### src/rtl/trainled2_chain_ctrl.sv
// Frame sequencer for a TrainLED2 daisy chain: buffers one 24-bit colour word per node
// and serialises the whole buffer as pulse-width-coded bits followed by a latch gap.
module trainled2_chain_ctrl #(
    parameter int N_NODES = 4,
    parameter int AW      = 2,
    parameter int T0H     = 2,
    parameter int T1H     = 5,
    parameter int TBIT    = 8,
    parameter int TRESET  = 64
) (
    input  logic          clk,
    input  logic          rst_n,
    input  logic          wr_en,
    input  logic [AW-1:0] wr_addr,
    input  logic [23:0]   wr_data,
    input  logic          start,
    output logic          dout,
    output logic          busy,
    output logic          done
);

    localparam int CW = $clog2(((TBIT > TRESET) ? TBIT : TRESET) + 1);

    localparam logic [CW-1:0] T0H_LAST    = CW'(T0H - 1);
    localparam logic [CW-1:0] T1H_LAST    = CW'(T1H - 1);
    localparam logic [CW-1:0] T0L_LAST    = CW'(TBIT - T0H - 1);
    localparam logic [CW-1:0] T1L_LAST    = CW'(TBIT - T1H - 1);
    localparam logic [CW-1:0] TRESET_LAST = CW'(TRESET - 1);
    localparam logic [AW-1:0] LAST_NODE   = AW'(N_NODES - 1);
    localparam logic [AW:0]   NODE_LIM    = (AW + 1)'(N_NODES);

    typedef enum logic [1:0] {
        IDLE,
        HIGH,
        LOW,
        LATCH
    } state_t;

    state_t        state, state_nxt;
    logic [CW-1:0] cnt, cnt_nxt;
    logic [4:0]    bit_idx, bit_nxt;
    logic [AW-1:0] node, node_nxt, node_inc;
    logic [23:0]   shreg, shreg_nxt;
    logic [23:0]   frame_buf [2**AW];
    logic [CW-1:0] hi_last, lo_last;
    logic          dout_nxt, busy_nxt, done_nxt;

    assign node_inc = node + 1'b1;
    assign hi_last  = shreg[23] ? T1H_LAST : T0H_LAST;
    assign lo_last  = shreg[23] ? T1L_LAST : T0L_LAST;

    always_ff @(posedge clk or negedge rst_n) begin
        if (!rst_n) begin
            state   <= IDLE;
            cnt     <= '0;
            bit_idx <= '0;
            node    <= '0;
            dout    <= 1'b0;
            busy    <= 1'b0;
            done    <= 1'b0;
        end else begin
            state   <= state_nxt;
            cnt     <= cnt_nxt;
            bit_idx <= bit_nxt;
            node    <= node_nxt;
            dout    <= dout_nxt;
            busy    <= busy_nxt;
            done    <= done_nxt;
        end
    end

    // Loads read the pre-write buffer contents, so a same-cycle write lands in the next frame.
    always_ff @(posedge clk) begin
        shreg <= shreg_nxt;
        if (wr_en && ({1'b0, wr_addr} < NODE_LIM))
            frame_buf[wr_addr] <= wr_data;
    end

    always_comb begin
        state_nxt = state;
        cnt_nxt   = cnt + 1'b1;
        bit_nxt   = bit_idx;
        node_nxt  = node;
        shreg_nxt = shreg;
        done_nxt  = 1'b0;
        case (state)
            IDLE: begin
                cnt_nxt = '0;
                if (start) begin
                    shreg_nxt = frame_buf[0];
                    node_nxt  = '0;
                    bit_nxt   = '0;
                    state_nxt = HIGH;
                end
            end
            HIGH: begin
                if (cnt == hi_last) begin
                    cnt_nxt   = '0;
                    state_nxt = LOW;
                end
            end
            LOW: begin
                if (cnt == lo_last) begin
                    cnt_nxt   = '0;
                    state_nxt = HIGH;
                    if (bit_idx != 5'd23) begin
                        bit_nxt   = bit_idx + 5'd1;
                        shreg_nxt = {shreg[22:0], 1'b0};
                    end else if (node != LAST_NODE) begin
                        node_nxt  = node_inc;
                        bit_nxt   = '0;
                        shreg_nxt = frame_buf[node_inc];
                    end else begin
                        state_nxt = LATCH;
                    end
                end
            end
            LATCH: begin
                if (cnt == TRESET_LAST) begin
                    cnt_nxt   = '0;
                    state_nxt = IDLE;
                    done_nxt  = 1'b1;
                end
            end
            default: state_nxt = IDLE;
        endcase
        dout_nxt = (state_nxt == HIGH);
        busy_nxt = (state_nxt != IDLE);
    end

endmodule

### config.mk
export PLATFORM = sky130hd
export DESIGN_NAME = trainled2_chain_ctrl
export DESIGN_NICKNAME = d
export VERILOG_FILES = /design/src/rtl/trainled2_chain_ctrl.sv
export SDC_FILE = /design/constraint.sdc
export NUM_CORES = 1
export LEC_CHECK = 0
export CAP_MARGIN = 20
export CORE_MARGIN = 5
export CORE_UTILIZATION = 45
export DETAILED_ROUTE_END_ITERATION = 6
export SLEW_MARGIN = 20
export SYNTH_ARGS = -nofsm -noshare
export SYNTH_HDL_FRONTEND = slang
export SYNTH_SLANG_ARGS = --single-unit
### constraint.sdc
create_clock -name clk -period 6.7 [get_ports clk]
set_input_delay 1.34 -clock clk [delete_from_list [all_inputs] [get_ports clk]]
set_output_delay 1.34 -clock clk [all_outputs]
set_load 0.1 [all_outputs]
## Yosys cells after proc, flatten, opt, wreduce, memory -nomap -nowiden

Memory sizes are Yosys's and may differ from the RTL's.
Cells that the tools add are included.

| storage, ports and cells | value |
|---|---|
| latch bits | 0 |
| logic and storage cells | 63 |
| output and inout bits | 3 |
| input port bits | 30 |
| memories kept | 1 |
| register bits after elaboration | 43 |
| RAM bits | 96 |
| memory bits (read-only) | 0 |

Memory list:

| memory | depth | bits a word | read ports | clocked after memory_dff | write ports | RTL line | RTL |
|---|---|---|---|---|---|---|---|
| frame_buf | 4 | 24 | 2 | 0 | 1 | 44 | `logic [23:0] frame_buf [2**AW];` |

| operators by class | value |
|---|---|
| div/mod/pow operators | 0 |
| order comparisons | 0 |
| bitwise gates (word level) | 0 |
| eq/ne operators | 14 |
| multiply operators | 0 |
| shifts and indexed selects | 0 |
| reduce and logical (&&, ||, !) cells | 5 |
| add/subtract/negate cells | 3 |
| mux-type cells | 32 |

Operators by type and width:

| cell | number |
|---|---|
| 2-to-1 mux 24 bit | 4 |
| case mux 24 bit (2 select lines) | 1 |
| case mux 7 bit (4 select lines) | 1 |
| 2-to-1 mux 7 bit | 3 |
| 2-to-1 mux 2 bit | 10 |
| 2-to-1 mux 5 bit | 4 |
| equality test 7 x 3 -> 1 bit | 2 |
| != test 2 bit (second input constant) | 5 |
| case mux 5 bit (2 select lines) | 1 |
| case mux 2 bit (4 select lines) | 1 |
| adder 7 x 1 -> 7 bit (second input constant) | 1 |
| equality test 7 x 6 -> 1 bit (second input constant) | 1 |
| 2-to-1 mux 3 bit | 2 |
| adder 5 x 1 -> 5 bit (second input constant) | 1 |
| != test 5 bit (second input constant) | 1 |
| AND reduction 5 bit | 1 |
| equality test 2 x 1 -> 1 bit (second input constant) | 2 |
| equality test 2 bit (second input constant) | 2 |
| 2-to-1 mux 1 bit | 4 |
| case mux 2 bit (2 select lines) | 1 |
| AND reduction 4 bit | 1 |
| nonzero test 2 bit | 2 |
| != test 3 bit (second input constant) | 1 |
| adder 2 x 1 -> 2 bit (second input constant) | 1 |
| logical NOT 2 bit | 1 |

## Logic depth before layout (Yosys ltp)

Gate-level depths: netlist (run 1).

| depth | value |
|---|---|
| word-level depth | 6 |
| gate-level depth with buffers | 6 |
| gate-level depth less buffers | 5 |

## Worst setup path before layout (run 1)

No wires, ideal clock.

| timing | value |
|---|---|
| path type | input-to-reg |
| from | in wr_addr[1] |
| to | mem frame_buf[0][0], enable pin |
| slack | 3091 ps |
| data required time | 6259 ps |
| path buffers | 0 |
| data arrival time | 3168 ps |
| library setup time | 441 ps |
| cell stages on the path | 1 |
| path through | nor3b_1 |

RTL lines:

| element | RTL line | RTL |
|---|---|---|
| start: declaration | 14 | `input logic [AW-1:0] wr_addr,` |
| end: declaration | 44 |  |

No word-level cell before the write port.

## Worst setup path after layout (run 1)

| timing | value |
|---|---|
| from | reg busy |
| to | out busy |

RTL lines:

| element | RTL line | RTL |
|---|---|---|
| start: declaration | 18 | `output logic busy,` |
| start signal: assignment | 67 | `busy <= busy_nxt;` |

No word-level cell between the ends.

==> results.ini, run 1 <==
[global_routing]
grt_pass1_wl_um=16900
gr-total-overflow=0
grt_max_degree=55
grt_pass1_vias=3238
track_usage_pct=15.2
antenna_found_initial=0

[clock_network]
ctsHoldBuffers=0
clk_latency_ns=0.41
clk_pin_slew_ns=0.05
cts_setup_buffers=0
clockBufferDepth=2
clock-root-buffer=clkbuf_16
h-tree-depth=4
cts_tree=done
cts_resized=0
clock_sinks=139
cts_buffers=17

[worst_hold_path]
hp-start=cnt[0]
holdPathEnd=cnt[0]
hold_path.class=flip-flop to flip-flop
holdPathStages=1

[placed_design]
dpl_cell_area_um2=6230
dp_hpwl_um=5870
place.gp.congestion=0.731
port_buffers=32

[setup_path]
endpoint_kind=output pin
cp_data_arrival_time_ns=1.85
reg2reg_depth=5
regToRegEndpoint=shreg[3]
critical_path.cell_chain=clkdlybuf4s50_1
cp.buffers_inverters=1
crit_slowest_cell=clkdlybuf4s50_1
max_stage_delay_ns=1.12
ff2ff_setup_slack_ns=4.32
crit_family=buffers and inverters
worstSetupPathType=flip-flop to output pin
worst_setup_path_start_kind=flip-flop
crit_required_ns=5.36
critical_path_peak_fanout=1
reg2reg_from=node[0]

[sta]
setup-tns-final_ns=0
period_share_pct=47.6
relSlewSlack_pct=35.4
maxSlewViolCount=0
rsz0062_at_grt=false
fmax_mhz=314
hold_viol=0
final-setup-viol-count=0
min_period_ns=3.19
skew_ns=0.00977
tightest_slew_ns=0.966

[detailed_routing]
drt_pass1_iterations=4
postRouteAntennaNets=0
wl_per_cell_um=17.7
drt_iter0_markers=242
wl_um=10300
routed-via-count=3134
post-route-drc-count=0
via_per_inst=5.38

[power]
vdd_drop_max_mv=0.190
p_leak_nw=2.34
p_total_mw=2.31
powerDensity_nw_per_um2=340

[floorplanning]
fp.dieH_um=122
die_x_um=122
io_pins=33
rows=41
start_util_pct=45.5
floorplan.die_area_um2=15000
core_area_um2=12500

[synth]
synth_cell_type_count=43
synth-seq-cells=139
synth_ff_type=edfxtp_1
yosysMostFrequentCell=edfxtp_1
syn_inst=362
postSynthAreaPerCell_um2=15.7
yosys.area.top_type=edfxtp_1
synthTopCellsByArea=edfxtp_1 (63%), mux4_2 (9.5%), dfrtp_1 (8.4%)
synth_top_area_share_pct=63.3
syn_area_um2=5690
synth_common_cells=edfxtp_1 (120), nand2_1 (60), nor2_1 (33)
postSynth.asyncResetShare_pct=13.7
yosysSeqAreaShare_pct=71.6
ys_warn_count=0
synth_nets=395
synth_edf_count=120

[finish]
seqCellArea_um2=4080
multiInputGateArea_um2=1550
num_antenna_cells=0
stdcell_area_um2=6800
syn2layout_area_growth_pct=19.4
drive_gt1_share_pct=16.1
num-fill-cells=1062
layout.nets=435

[outcome]
run_status=completed

[flow_run]
maxCapViolations=0

## placed cells by master, fill, tap and decap left out, types with 2 or more instances in the layout
cell type / n
and3b_1: 2
nand3_1: 7
o21ai_0: 3
nor2_1: 31
mux2i_1: 3
clkbuf_1: 2
clkdlybuf4s50_1: 32
clkbuf_16: 17
clkinv_1: 3
clkinv_4: 2
and3_1: 5
ha_1: 2
and4bb_2: 2
nand2_1: 59
o211a_1: 2
inv_1: 2
buf_4: 7
nor3_1: 2
edfxtp_1: 120
a21oi_1: 3
nor3b_1: 2
dfrtp_1: 19
xor2_1: 2
mux4_2: 24
nor2_2: 2
nand2b_1: 2
bufinv_16: 3
a31oi_1: 23
xnor2_1: 4
## cell type report
class | instances | area share [%]
clock buffer | 19 | 6.37
timing repair buffer | 40 | 5.71
tap | 172 | 3.17
clock inverter | 9 | 1.86
inverter | 2 | 0.110
sequential | 139 | 60.0
multi-input combinational | 202 | 22.8
## flip-flops by register name (all words and copies together) (netlist names)
register,count
done,1
busy,1
bit_idx,5
state,2
dout,1
frame_buf,96
node,2
cnt,7
shreg,24
## cell families (layout without fill, tap and decap cells)
| group | count (synthesis) | after routing | synth area share, % |
|---|---|---|---|
| flip-flops | 139 | 139 | 71.6 |
| adder cells (fa/ha/maj) | 3 | 3 | 0.659 |
| AND/OR/NAND/NOR | 126 | 126 | 10.4 |
| buffers and inverters | 21 | 70 | 1.56 |
| XOR/XNOR | 6 | 6 | 0.923 |
| multiplexers | 27 | 27 | 10.0 |
| AO/OA/AOI/OAI | 40 | 40 | 4.84 |
## how the worst max path moves through the flow
stage               startpoint               to  slack [ns]  depth (start not counted)
floorplan           wr_addr[1]  frame_buf[0][0]        3.09                          1
global placement         start         shreg[5]        3.40                          3
detailed placement       start        shreg[13]        3.35                          3
CTS                       busy             busy        3.48                          1
global route              done             done        3.45                          1
finish                    busy             busy        3.51                          1
## power by group
part / switching [mW] / leakage (nW) / internal [mW]
clock network: 0.324 / 0.267 / 0.573
registers: 0.0493 / 1.35 / 1.05
logic: 0.200 / 0.717 / 0.115
total: 0.573 / 2.34 / 1.74
## metrics by stage
stage / setup WS [ns] / hold WS, ns / util [%] / cells
after global routing: 3.45 / 0.564 / 54.3 / 583
after CTS: 3.48 / 0.545 / 54.3 / 583
after detailed placement: 3.35 / 0.528 / 49.8 / 555
final: 3.51 / 0.540 / 54.3 / 583
after floorplan: 3.09 / 0.478 / - / 362
after global placement: 3.40 / 0.512 / 49.7 / 554
## metal layers
layer,global-route usage [%],part of all wire [%],up-vias
met3,4.70,3.0,11
met5,0,0,-
li1,-,-,1475
met4,5.60,0.87,0
met1,20.1,47,1608
met2,23.9,49,40
(Power assumes the default switching activity.)
==> run 2, diff against run 1 <==
--- a/config.mk
+++ b/config.mk
@@ -9,6 +9,7 @@
 export CORE_MARGIN = 5
 export CORE_UTILIZATION = 45
 export DETAILED_ROUTE_END_ITERATION = 6
+export PLACE_DENSITY = 0.65
 export SLEW_MARGIN = 20
 export SYNTH_ARGS = -nofsm -noshare
 export SYNTH_HDL_FRONTEND = slang
==> constraint.sdc (replaced) <==
create_clock -name clk -period 2.6 [get_ports clk]
set_input_delay 0.52 -clock clk [delete_from_list [all_inputs] [get_ports clk]]
set_output_delay 0.52 -clock clk [all_outputs]
set_load 0.1 [all_outputs]
==> run 2 against run 1 <==
Final area grew 0.40%. First-iteration DRC count grew 7.0%. Cell count grew 1.2%. Hold slack lost 0.095 ns. Global-route usage shrank 0.36 points. Non-clock buffer count grew 4. Largest power group unchanged. Highest routed layer unchanged.
==> results.ini, run 2 (same netlist as run 1, synthesis figures left out) <==
[outcome]
run_status=completed  ; unchanged

[detailed_routing]
via_per_inst=5.33  ; was 5.38
wl_per_cell_um=17.1  ; was 17.7 um
top_layer_used=met4  ; unchanged
wl_met2_um=5060  ; about the same
drt_iter0_markers=259  ; was 242
post-route-drc-count=0  ; unchanged
routed-via-count=3147  ; was 3134
wl_um=10100  ; was 10300 um
met3_length_um=450  ; was 314 um
drt_pass1_iterations=5  ; was 4
postRouteAntennaNets=0  ; unchanged
wl_met1_um=4520  ; was 4880 um

[global_routing]
gr-total-overflow=0  ; unchanged
grt_pass1_wl_um=16600  ; was 16900 um
grt_pass1_vias=3242  ; was 3238
grt_max_degree=49  ; was 55
track_usage_pct=14.9  ; was 15.2%
antenna_found_initial=0  ; unchanged

[setup_path]
regToRegEndpoint=shreg[3]  ; unchanged
reg2reg_from=node[0]  ; unchanged
cp_data_arrival_time_ns=2.15  ; was 1.85 ns
crit_required_ns=2.73  ; was 5.36 ns
ff2ff_setup_slack_ns=0.58  ; was 4.32 ns
reg2reg_depth=5  ; unchanged
endpoint_kind=flip-flop  ; was output pin
critical_path_peak_fanout=9  ; was 1
worst_setup_path_start_kind=flip-flop  ; unchanged
critical_path.cell_chain=ha_1, buf_4, mux4_2, nand2_1, a31oi_1  ; was clkdlybuf4s50_1
crit_slowest_cell=ha_1  ; was clkdlybuf4s50_1
max_stage_delay_ns=0.56  ; was 1.12 ns
worstSetupPathType=flip-flop to flip-flop  ; was flip-flop to output pin

[power]
vdd_drop_max_mv=0.566  ; was 0.190 mV
p_total_mw=5.91  ; was 2.31 mW
p_leak_nw=2.36  ; was 2.34 nW
powerDensity_nw_per_um2=867  ; was 340 nW/um2

[worst_hold_path]
hold_path.class=primary input to asynchronous set/reset pin  ; was flip-flop to flip-flop

[clock_network]
clockBufferDepth=2  ; unchanged
cts_buffers=17  ; unchanged
clock_sinks=139  ; unchanged
h-tree-depth=4  ; unchanged
clock-root-buffer=clkbuf_16  ; unchanged
cts_tree=done  ; unchanged
cts_setup_buffers=0  ; unchanged
clk_pin_slew_ns=0.06  ; was 0.05 ns
ctsHoldBuffers=0  ; unchanged
cts_resized=0  ; unchanged
clk_latency_ns=0.42  ; was 0.41 ns

[finish]
layout.nets=439  ; was 435
top_register=frame_buf  ; unchanged
final_core_util_pct=54.5  ; was 54.3%
seqCellArea_um2=4080  ; unchanged
stdcell_count=590  ; was 583
multiInputGateArea_um2=1550  ; about the same
stdcell_area_um2=6820  ; was 6800 um2
num-fill-cells=1033  ; was 1062
drive_gt1_share_pct=17.5  ; was 16.1%
largest_register_ffs=96  ; unchanged
syn2layout_area_growth_pct=19.9  ; was 19.4%
num_antenna_cells=0  ; unchanged
final_cell_mix=edfxtp_1 (120), nand2_1 (60), nor2_1 (31)  ; was edfxtp_1 (120), nand2_1 (59), clkdlybuf4s50_1 (32)
largest_registers=frame_buf (96), shreg (24), cnt (7)  ; unchanged
layout_commonest_cell=edfxtp_1  ; unchanged

[placed_design]
dpl_cell_area_um2=6270  ; was 6230 um2
place.gp.congestion=0.776  ; was 0.731
place_ws_ns=0.486  ; was 3.35 ns
dp_hpwl_um=6050  ; was 5870 um
post-place-cells=559  ; was 555
port_buffers=32  ; unchanged

[floorplanning]
floorplan.die_area_um2=15000  ; unchanged
start_util_pct=45.5  ; unchanged
core_area_um2=12500  ; unchanged
rows=41  ; unchanged
io_pins=33  ; unchanged
fp.dieH_um=122  ; unchanged
die_x_um=122  ; unchanged

[sta]
fin_hold_ws_ns=0.445  ; was 0.540 ns
tightest_slew_ns=0.626  ; was 0.966 ns
maxSlewViolCount=0  ; unchanged
fmax_mhz=495
hold_viol=0  ; unchanged
final-setup-viol-count=0  ; unchanged
rsz0062_at_grt=false  ; unchanged
skew_ns=0.0165  ; was 0.00977 ns
finalWorstSetupSlack_ns=0.578  ; was 3.51 ns
min_period_ns=2.02
period_share_pct=77.8
setup-tns-final_ns=0  ; unchanged
relSlewSlack_pct=58.3  ; was 35.4%

[flow_run]
maxCapViolations=0  ; unchanged

==> run 2: critical path: cells and delay by family (launching register included) <==
kind / cells / cell delay (ns)
fa+ha+maj: 1 / 0.56
buf+inv: 1 / 0.29
flops: 1 / 0.38
simple gates: 1 / 0.09
mux: 1 / 0.32
compound gates: 1 / 0.10
==> run 2: worst max path at each step <==
| stage | to | cells after the start | slack [ns] | start |
|---|---|---|---|---|
| 2_1_floorplan | shreg[0] | 6 | 0.45 | bit_idx[0] |
| 3_3_place_gp | frame_buf[3][14] | 3 | 0.53 | wr_addr[0] |
| 3_5_place_dp | frame_buf[3][15] | 3 | 0.49 | wr_addr[1] |
| 4_1_cts | shreg[3] | 5 | 0.56 | node[0] |
| 5_1_grt | shreg[20] | 5 | 0.38 | bit_idx[0] |
| 6_report | shreg[3] | 5 | 0.58 | node[0] |
==> run 2: where the power goes <==
part	total (mW)	switching, mW	internal (mW)	leakage (nW)
sequential	2.84	0.128	2.71	1.35
clock	2.27	0.865	1.40	0.263
combinational	0.811	0.509	0.302	0.748
total	5.91	1.50	4.41	2.36
==> run 2: layer usage <==
metal  up-vias  track usage (%)
met5         -                0
met4         0             4.62
met3         7             5.16
met2        72             23.6
met1      1579             19.4
li1       1489                -
==> run 2: layout make-up <==
class | instances | area share [%]
Clock buffer | 20 | 6.40
Clock inverter | 11 | 1.78
Inverter | 2 | 0.110
Multi-Input combinational cell | 202 | 22.7
Sequential cell | 139 | 59.8
Tap cell | 172 | 3.15
Timing Repair Buffer | 44 | 6.09
